## config.mk

```make
export PLATFORM = sky130hd
export DESIGN_NAME = iter_shifter
export DESIGN_NICKNAME = d
export VERILOG_FILES = /design/src/rtl/iter_shifter.sv
export SDC_FILE = /design/constraint.sdc
export NUM_CORES = 1
export LEC_CHECK = 0
export CORE_ASPECT_RATIO = 1.2
export CORE_MARGIN = 2
export CORE_UTILIZATION = 50
export DETAILED_ROUTE_END_ITERATION = 12
export DONT_BUFFER_PORTS = 1
export PLACE_DENSITY = 0.68
export SLEW_MARGIN = 20
export SYNTH_ARGS = -nofsm -noshare
export SYNTH_HDL_FRONTEND = slang
export SYNTH_SLANG_ARGS = --single-unit
```

## constraint.sdc

```tcl
create_clock -name clk -period 2.3 [get_ports clk]
set_clock_uncertainty 0.15 [all_clocks]
set_input_delay 0.46 -clock clk [delete_from_list [all_inputs] [get_ports clk]]
set_output_delay 0.46 -clock clk [all_outputs]
set_load 0.02 [all_outputs]
```

## src/rtl/iter_shifter.sv

```systemverilog
// Multi-cycle SRL/SLL/SRA shifter, at most STEP bit positions per clock, valid/ready on both sides.
// Define ITER_SHIFTER_ROTATE_EN to add ROR/ROL (type 100/101); otherwise those encodings pass a through.
module iter_shifter #(
  parameter int WIDTH = 32,
  parameter int STEP  = 4,
  parameter int SHW   = $clog2(WIDTH)
) (
  input  logic             clk,
  input  logic             rst_n,
  input  logic             in_valid,
  output logic             in_ready,
  input  logic [WIDTH-1:0] a,
  input  logic [SHW-1:0]   shamt,
  input  logic [2:0]       shift_type,
  input  logic             cancel,
  output logic             out_valid,
  input  logic             out_ready,
  output logic [WIDTH-1:0] r,
  output logic             busy
);

  // state | meaning
  // IDLE  | waiting for a request, in_ready high
  // SHIFT | applying min(STEP, rem) positions per clock
  // DONE  | result on r, held until out_ready or cancel
  typedef enum logic [1:0] {IDLE = 2'd0, SHIFT = 2'd1, DONE = 2'd2} state_t;

  localparam logic [SHW:0] STEP_K  = (SHW+1)'(STEP);
  localparam logic [SHW:0] WIDTH_K = (SHW+1)'(WIDTH);

  state_t           state, state_nx;
  logic [WIDTH-1:0] work;
  logic [SHW-1:0]   rem;
  logic [2:0]       op;
  logic [SHW:0]     k;
  logic [SHW-1:0]   rem_left;
  logic [WIDTH-1:0] stepped;
  logic             is_pass;

  always_comb begin
    is_pass = 1'b1;
    case (shift_type)
      3'b000, 3'b001, 3'b010: is_pass = 1'b0;
`ifdef ITER_SHIFTER_ROTATE_EN
      3'b100, 3'b101:         is_pass = 1'b0;
`endif
      default:                is_pass = 1'b1;
    endcase
  end

  // k never reaches WIDTH here because rem < WIDTH, so the truncating cast is exact
  assign k        = ({1'b0, rem} >= STEP_K) ? STEP_K : {1'b0, rem};
  assign rem_left = rem - SHW'(k);

  always_comb begin
    stepped = work;
    case (op)
      3'b000:  stepped = work >> k;
      3'b001:  stepped = work << k;
      3'b010:  stepped = WIDTH'($signed(work) >>> k);
`ifdef ITER_SHIFTER_ROTATE_EN
      3'b100:  stepped = (work >> k) | (work << (WIDTH_K - k));
      3'b101:  stepped = (work << k) | (work >> (WIDTH_K - k));
`endif
      default: stepped = work;
    endcase
  end

  always_ff @(posedge clk or negedge rst_n) begin
    if (!rst_n) state <= IDLE;
    else        state <= state_nx;
  end

  always_comb begin
    state_nx = state;
    case (state)
      IDLE: begin
        if (in_valid) state_nx = (shamt == '0 || is_pass) ? DONE : SHIFT;
      end
      SHIFT: begin
        if (cancel)                state_nx = IDLE;
        else if (rem_left == '0)   state_nx = DONE;
      end
      DONE: begin
        if (cancel || out_ready)   state_nx = IDLE;
      end
      default: state_nx = IDLE;
    endcase
  end

  always_ff @(posedge clk or negedge rst_n) begin
    if (!rst_n) begin
      work <= '0;
      rem  <= '0;
      op   <= '0;
    end else begin
      case (state)
        IDLE: begin
          if (in_valid) begin
            work <= a;
            rem  <= shamt;
            op   <= shift_type;
          end
        end
        SHIFT: begin
          if (cancel) begin
            rem <= '0;
          end else begin
            work <= stepped;
            rem  <= rem_left;
          end
        end
        default: begin
        end
      endcase
    end
  end

  always_comb begin
    in_ready  = (state == IDLE);
    out_valid = (state == DONE);
    busy      = (state != IDLE);
  end

  assign r = work;

endmodule

```

# Word level (Yosys, flattened, before mapping)
# Cells that the tools add are included.
[totals] reg_bits=42 inputBits=45 out_inout_bits=35 word_cells=49
[classes] addsub=1 n_lt_le_gt_ge=1 n_eq_ne=11 shift=3 mux=15 reduce_logical=14
[ops] cell="$pmux W32 S3" n=1
[ops] cell="$mux W32" n=2
[ops] cell="$pmux W32 S2" n=1
[ops] cell="$shl A32 B5 Y32" n=1
[ops] cell="$shr A32 B5 Y32" n=1
[ops] cell="$sshr A32 B5 Y32" n=1
[ops] cell="$mux W5" n=3
[ops] cell="$logic_not A5 Y1" n=2
[ops] cell="$mux W2" n=5
[ops] cell="$pmux W5 S2" n=1
[ops] cell="$eq A3 B1 Y1 const B" n=2
[ops] cell="$eq A3 B2 Y1 const B" n=2
[ops] cell="$logic_not A3 Y1" n=2
[ops] cell="$pmux W2 S3" n=1
[ops] cell="$ge A5 B3 Y1 const B" n=1
[ops] cell="$sub A5 B5 Y5" n=1
[ops] cell="$ne A2 B2 Y1 const B" n=2
[ops] cell="$ne A4 B1 Y1 const B" n=1
[ops] cell="$reduce_and A2 Y1" n=2
[ops] cell="$reduce_and A4 Y1" n=1
[ops] cell="$reduce_bool A2 Y1" n=2
[ops] cell="$ne A3 B3 Y1 const B" n=1
[ops] cell="$reduce_and A3 Y1" n=1
[ops] cell="$reduce_or A3 Y1" n=1
[ops] cell="other kinds (6)" n=7

# Longest topological paths before layout
# Gate-level depths: netlist (run 1).
[logic_depth] depth_word=7 depth_mapped=13 mapped_depth_nobuf=9

# Worst setup path before layout (run 1)
# OpenSTA, ideal clock, no wires.
[synth_timing] kind="reg-to-reg" startpoint="register rem[3]" endpoint="register state[0]" setup_time_ps=130 t_arrival_ps=2225 required_time_ps=2020 slack_ps=-206 path_stages_with_launch=11 n_path_buf=4 path_cell_list="dfrtp_1 > or3_1 > clkbuf_1 > buf_2 > clkbuf_1 > clkbuf_1 > nand2_1 > ha_1 > nor3_1 > o32ai_1 > nor2b_1"
[synth_between] elab_chain_cells=6
[synth_lines] item="start, declared" line_no="33" rtl="logic [SHW-1:0] rem;"
[synth_lines] item="start signal, assigned" line_no="101" rtl="rem <= shamt;"
[synth_lines] item="start signal, assigned" line_no="110" rtl="rem <= rem_left;"
[synth_lines] item="$ge A5 B3 Y1" line_no="52" rtl="assign k = ({1'b0, rem} >= STEP_K) ? STEP_K : {1'b0, rem};"
[synth_lines] item="$mux W5" line_no="52"
[synth_lines] item="$sub A5 B5 Y5 *" line_no="53" rtl="assign rem_left = rem - SHW'(k);"
[synth_lines] item="$logic_not A5 Y1 *" line_no="82" rtl="else if (rem_left == '0) state_nx = DONE;"
[synth_lines] item="$ne A3 B3 Y1 (no line) *"
[synth_lines] item="$reduce_and A3 Y1 (no line) *"
[synth_lines] item="end signal, assigned" line_no="71" rtl="else state <= state_nx;"
[synth_lines] item="end, declared" line_no="31" rtl="state_t state, state_nx;"
# Mark *: on every way between the ends. The rest lies on a longest branch, timed or not.
# A chain may end at the register's enable or synchronous reset.

# Worst setup path in the final report (run 1)
[layout_timing] startpoint="register rem[2]" endpoint="register work[18] (netlist: r[18])"
[layout_between] elab_chain_cells=6 word_cells_on_any_way=8 cone_classes="1 x order compare; 3 x shift; 4 x mux"
[layout_lines] item="$ge A5 B3 Y1" line_no="52"
[layout_lines] item="$mux W5 *" line_no="52"
[layout_lines] item="$sshr A32 B5 Y32 (tied with other cells)" line_no="60" rtl="3'b010: stepped = WIDTH'($signed(work) >>> k);"
[layout_lines] item="$pmux W32 S3 *" line_no="57" rtl="case (op)"
[layout_lines] item="$mux W32 *" line_no="106" rtl="if (cancel) begin"
[layout_lines] item="$pmux W32 S2 *" line_no="97" rtl="case (state)"
[layout_lines] item="end signal, assigned" line_no="109" rtl="work <= stepped;"
[layout_lines] item="end, declared" line_no="32" rtl="logic [WIDTH-1:0] work;"
# Mark *: on every way between the ends. The rest lies on a longest branch, timed or not. The select of a mux whose other input is x is not followed.

==> reports/metrics.yaml, run 1 <==
yosys:
  ys_seq_area_share_pct: 22.9
  synth_top_cell_by_area: "dfrtp_1"
  synth_edf_count: 0
  yosys_warnings: 0
  synthFlopType: "dfrtp_1"
  syn_inst: 647
  syn_nets: 694
  synth_top_area_share_pct: 22.9
  synth_cell_types: 67
  yosys-top-cells-area: "dfrtp_1, o21ai_0, a21oi_1, nand2_1, nor2_1"
  synthArstFlopShare_pct: 100
  avgSynthCellArea_um2: 7.10
  synth_seq_cells: 42
  synth_area_mm2: 0.00459
placed_design:
  post_dp_cell_area_mm2: 0.00511
  dpl.hpwl_um: 12500
  place_inst: 777
  io_buffers: 0
  routabilityCongestion: 0.932
setup_path:
  r2r-end: "r[18]"
  crit_fanout: 13
  critPathArrivalTime_ns: 2.43
  cp_num_buf_inv: 2
  start_kind: "flop"
  crit_start: "rem[2]"
  required_ns: 2.40
  cp_top_family: "compound AO/OA/AOI/OAI gates"
  reg2reg_depth: 7
  crit_end: "r[18]"
  critPathMaxStageDelay_ns: 0.56
  r2r_slack_ns: -0.03
  crit_chain: "or4b_1 -> buf_6 -> buf_4 -> mux2i_2 -> o211ai_1 -> a31oi_2 -> a21oi_1"
  path_class: "reg2reg"
  worstSetupEndpointType: "flop"
  cp.depth: 7
  r2r-start: "rem[2]"
  slowest_stage: "or4b_1"
timing:
  hold_viol_final: 0
  fmax_mhz: 429
  setup_viol: 2
  period_share_pct: 101
  max_slew_margin_pct: 56.9
  rsz0062_at_grt: "true"
  layout_setup_ws_ns: -0.0333
  tightest_slew_ns: 0.646
  post-route-min-period_ns: 2.33
  maxSlewViolCount: 0
cts:
  cts_buffers: 5
  clock_latency_ns: 0.32
  h-tree-depth: 2
  clockBufferDepth: 2
  clock-sinks: 42
  root_buffer: "clkbuf_8"
  cts_tree: "done"
  clk_pin_slew_ns: 0.10
global_routing:
  grt_use_met2_pct: 60.8
  grt_pass1_vias: 5215
  grt.met3_usage_pct: 4.84
  grt-ovfl-total: 0
  grt_use_met1_pct: 44.8
  grt_max_degree: 43
  top_usage_layer: "met2"
  grt_antenna_before_repair: 0
  grt_first_pass_wirelength_um: 28100
  grt_usage_pct: 35.6
status:
  status: "finished, violations left"
  violations: "negative setup slack"
drt:
  finalWirelength_um: 18500
  routedWlPerCell_um: 23.3
  avgViaCountPerCell: 7.16
  dr_total_vias: 5685
  firstDrtPassIters: 5
  drc_errors: 0
  drtIter0Drc: 730
  ant_nets: 0
hold_path:
  holdPathStages: 1
  min-delay-path-class: "in2reg"
cells_and_area:
  area_delta_synth_final_pct: 20.0
  layout.cells.most_common_list: "buf_4, nand2_1, nor2_1, o21ai_0, a21oi_1"
  antennaDiodeCount: 0
  n_fill_cell: 859
  finalNetCount: 720
  post_route_cells_drive_above_1_share_pct: 21.7
  finalNonFillerCells: 794
  final_area_mm2: 0.00551
  final_common_cell: "buf_4"
flow_run:
  maxCapViolations: 0
die:
  die_height_um: 109
  die_w_um: 91.5
  die_area_mm2: 0.00997
  ios: 80
  rows: 38
  initial_core_util_pct: 51.1
  coreArea_mm2: 0.00899
pwr:
  ir_drop_v: 0.000624
  p_leak_nw: 2.12
  powerDensity_mw_per_mm2: 1380
## worst min path at each step
stage                        startpoint  endpoint  slack (ns)
after global placement            rst_n     r[13]        0.02
after CTS                 shift_type[2]     op[2]        0.14
after global routing      shift_type[2]     op[2]        0.14
final                     shift_type[2]     op[2]        0.15
after floorplan                   rst_n     op[0]        0.01
after detailed placement          rst_n     r[13]        0.02
## routing by layer
layer  vias to the layer above  part of all wire, %
met5                         -                    0
met4                         0                  4.8
met3                        84                  9.1
met2                       414                   49
met1                      2700                   37
li1                       2487                    -
## sequential cells by signal, summed over array words and instances, names as in the netlist
signal / count
r: 32
rem: 5
op: 3
state: 2
## per-stage QoR
stage | setup WS (ns) | util (%) | total power, mW | hold slack (ns) | setup TNS, ns
after detailed placement | -0.0476 | 56.9 | 6.41 | 0.0155 | -0.238
after floorplan | 0.0966 | - | 4.84 | 0.0144 | 0
after global routing | -0.0947 | 61.3 | 8.02 | 0.138 | -1.06
after CTS | 0.00787 | 59.0 | 7.11 | 0.142 | 0
after global placement | -0.0311 | 56.9 | 6.37 | 0.0157 | -0.0607
final | -0.0333 | 61.3 | 7.59 | 0.146 | -0.0384
## final cells by class
class,count,area [um^2],share of cell area (%)
timing repair buffer,93,858,15.6
tap,120,150,2.72
clock buffer,5,68.8,1.25
clock inverter,3,40.0,0.726
inverter,8,30.0,0.545
multi-input combinational,523,3310,60.1
sequential,42,1050,19.1
## what timing repair did
| action | in CTS | in global routing |
|---|---|---|
| gates cloned | 0 | 2 |
| setup endpoints to repair | 12 | 26 |
| hold buffers | 2 | 0 |
| resized for setup | 10 | 40 |
| setup buffers | 1 | 4 |
| pin swaps | 0 | 13 |
| hold endpoints to repair | 42 | 0 |
## power by group
group | switching, mW | internal (mW)
sequential | 0.932 | 1.02
combinational | 2.94 | 2.06
clock | 0.317 | 0.321
## cell families after synthesis
logic type,Yosys count,share of synthesized area [%]
DFF,42,22.9
and+or+nand+nor,227,24.3
buffers and inverters,82,8.44
xor gates and xnor gates,1,0.191
other,2,0.163
AOI/OAI and AO/OA,265,37.6
muxes,26,5.80
adders and majority gates,2,0.545
## synth_stat cells, types with 4 or more instances
master      n
a2111oi_0   4
a211o_1     4
a211oi_1   13
a21boi_0    4
a21oi_1    57
a221oi_1   16
a22oi_1     8
a31oi_1    19
and3_1      6
buf_1       7
buf_2      15
buf_6       5
clkbuf_1   42
dfrtp_1    42
inv_1       7
mux2_2      5
mux2i_1    21
nand2_1    71
nand2b_1    7
nand3_1    21
nor2_1     58
nor2b_1    10
nor3_1     12
o211ai_1   19
o21a_1      5
o21ai_0    65
o21bai_1    5
o221ai_1   12
o22ai_1     9
or3_1      24
No activity file was read; power rests on OpenSTA's default activity.
==> run 2, diff against run 1 <==
--- a/config.mk
+++ b/config.mk
@@ -10,7 +10,6 @@
 export CORE_UTILIZATION = 50
 export DETAILED_ROUTE_END_ITERATION = 12
 export DONT_BUFFER_PORTS = 1
-export PLACE_DENSITY = 0.68
 export SLEW_MARGIN = 20
 export SYNTH_ARGS = -nofsm -noshare
 export SYNTH_HDL_FRONTEND = slang
==> constraint.sdc (replaced) <==
create_clock -name clk -period 2.4 [get_ports clk]
set_clock_uncertainty 0.15 [all_clocks]
set_input_delay 0.48 -clock clk [delete_from_list [all_inputs] [get_ports clk]]
set_output_delay 0.48 -clock clk [all_outputs]
set_load 0.02 [all_outputs]
==> reports/metrics.yaml, run 2 (synthesis gave the netlist of run 1 again) <==
flow_run:
  maxCapViolations: 0  # unchanged
die:
  die_height_um: 109  # unchanged
  ios: 80  # unchanged
  rows: 38  # unchanged
  initial_core_util_pct: 51.1  # unchanged
  coreArea_mm2: 0.00899  # unchanged
  die_w_um: 91.5  # unchanged
  die_area_mm2: 0.00997  # unchanged
pwr:
  p_leak_nw: 2.07  # was 2.12 nW
  p_sw_share_pct: 55.4  # was 55.1%
  p_clk_share_pct: 7.4  # was 8.4%
  ir_drop_v: 0.000681  # was 0.000624 V
  p_switching_mw: 3.89  # was 4.19 mW
  powerDensity_mw_per_mm2: 1300  # was 1380 mW/mm^2
  finalPower_mw: 7.02  # was 7.59 mW
  pwr-share-comb_pct: 65.6  # was 65.9%
  internal_power_mw: 3.13  # was 3.41 mW
  sequentialPowerShare_pct: 27.0  # was 25.7%
cts:
  clock-sinks: 42  # unchanged
  h-tree-depth: 2  # unchanged
  clk_pin_slew_ns: 0.09  # was 0.10 ns
  root_buffer: "clkbuf_8"  # unchanged
  clock_latency_ns: 0.32  # about the same
  clockBufferDepth: 2  # unchanged
  cts_tree: "done"  # unchanged
  cts_buffers: 5  # unchanged
cells_and_area:
  antennaDiodeCount: 0  # unchanged
  fin_util_pct: 59.9  # was 61.3%
  finalNonFillerCells: 786  # was 794
  largest_reg_flops: 32  # unchanged
  n_fill_cell: 856  # was 859
  area_delta_synth_final_pct: 17.2  # was 20.0%
  finalNetCount: 712  # was 720
  final_common_cell: "nand2_1"  # was buf_4
  layout.cells.most_common_list: "nand2_1, buf_4, o21ai_0, nor2_1, a21oi_1"  # was buf_4, nand2_1, nor2_1, o21ai_0, a21oi_1
  post_route_cells_drive_above_1_share_pct: 18.8  # was 21.7%
setup_path:
  crit_start: "rem[4]"  # was rem[2]
  crit_fanout: 11  # was 13
  r2r-start: "rem[4]"  # was rem[2]
  critPathArrivalTime_ns: 2.49  # was 2.43 ns
  path_class: "reg2reg"  # unchanged
  start_kind: "flop"  # unchanged
  worstSetupEndpointType: "flop"  # unchanged
  required_ns: 2.47  # was 2.40 ns
global_routing:
  grt_usage_pct: 35.4  # was 35.6%
  grt_pass1_vias: 5055  # was 5215
  grt-ovfl-total: 0  # unchanged
  grt_antenna_before_repair: 0  # unchanged
  grt_first_pass_wirelength_um: 27900  # was 28100 um
  grt_max_degree: 43  # unchanged
drt:
  avgViaCountPerCell: 6.95  # was 7.16
  ant_nets: 0  # unchanged
  drtIter0Drc: 650  # was 730
  firstDrtPassIters: 5  # unchanged
  topRoutingLayerUsed: "met4"  # unchanged
  wl_met3_um: 1680  # was 1690 um
  drt-met1-wl_um: 7360  # was 6860 um
  finalWirelength_um: 18500  # about the same
  drc_errors: 0  # unchanged
  wl_met2_um: 8890  # was 9050 um
  routedWlPerCell_um: 23.5  # was 23.3 um
  dr_total_vias: 5466  # was 5685
timing:
  maxSlewViolCount: 0  # unchanged
  max_slew_margin_pct: 60.7  # was 56.9%
  fmax_mhz: 413  # was 429 MHz
  period_share_pct: 101  # about the same
  setup_viol: 1  # was 2
  hold_viol_final: 0  # unchanged
  rsz0062_at_grt: "true"  # unchanged
  post-route-min-period_ns: 2.42  # was 2.33 ns
  tns_ns: -0.0195  # was -0.0384 ns
  layout_setup_ws_ns: -0.0195  # was -0.0333 ns
  tightest_slew_ns: 0.589  # was 0.646 ns
hold_path:
  min_from: "shift_type[1]"  # was shift_type[2]
  min-delay-path-class: "in2reg"  # unchanged
placed_design:
  io_buffers: 0  # unchanged
  routabilityCongestion: 0.987  # was 0.932
  pre_cts_slack_ns: -0.0392  # was -0.0476 ns
  place_inst: 756  # was 777
  dpl.hpwl_um: 12200  # was 12500 um
status:
  status: "finished, violations left"  # unchanged
  violations: "negative setup slack"  # unchanged
[run 2: metal layers]
metal | vias to the layer above | track usage (%)
met5 | - | 0
met4 | 0 | 11.1
met3 | 44 | 5.39
met2 | 348 | 58.9
met1 | 2600 | 47.4
li1 | 2474 | -
[run 2: stage by stage]
| stage | hold slack [ns] | instance area, um^2 |
|---|---|---|
| floorplan | 0.0344 | 4600 |
| global placement | 0.0353 | 4940 |
| detailed placement | 0.0354 | 4940 |
| CTS | 0.156 | 5080 |
| global route | 0.156 | 5380 |
| finish | 0.164 | 5380 |
[run 2: final cells by class]
cell class	count	area [um^2]	area share [%]
clock buffers	7	86.3	1.60
flip-flops and latches	42	1050	19.5
inverters	8	30.0	0.558
well taps	120	150	2.79
repair buffers	85	803	14.9
clock inverters	1	5.00	0.0930
multi-input cells	523	3260	60.5
[run 2: repair_timing]
item	CTS	global route
resized for setup	0	29
buffers inserted	1	13
pin swaps	3	12
hold endpoints to repair	42	0
cloned	0	6
hold buffers	2	0
endpoints found under the setup margin	1	21
[run 2: power by group through the flow]
stage	combinational (mW)	sequential (mW)	clock [mW]
floorplan	3.02	1.58	0
global placement	4.06	1.86	0
detailed placement	4.10	1.86	0
CTS	4.16	1.85	0.527
global route	4.99	1.94	0.542
finish	4.60	1.90	0.517
[run 2: path summary, 6_finish.rpt]
path / to / slack, ns / cells past startpoint
max in group asynchronous: r[18] / 1.30 / 2
setup / recovery: r[19] / -0.02 / 9
hold / removal: op[1] / 0.16 / 1
setup reg to reg: r[19] / -0.02 / 9
min in group asynchronous: r[23] / 0.56 / 2
hold reg to reg: state[0] / 0.47 / 1
[run 2: critical path, stage by stage, from the launching register on]
cell,delay (ns)
dfrtp_1,0.42
buf_6,0.16
nor4b_4,0.30
buf_4,0.17
buf_4,0.14
clkbuf_16,0.17
nor2_1,0.08
o22ai_1,0.39
a31oi_1,0.14
a21oi_1,0.21
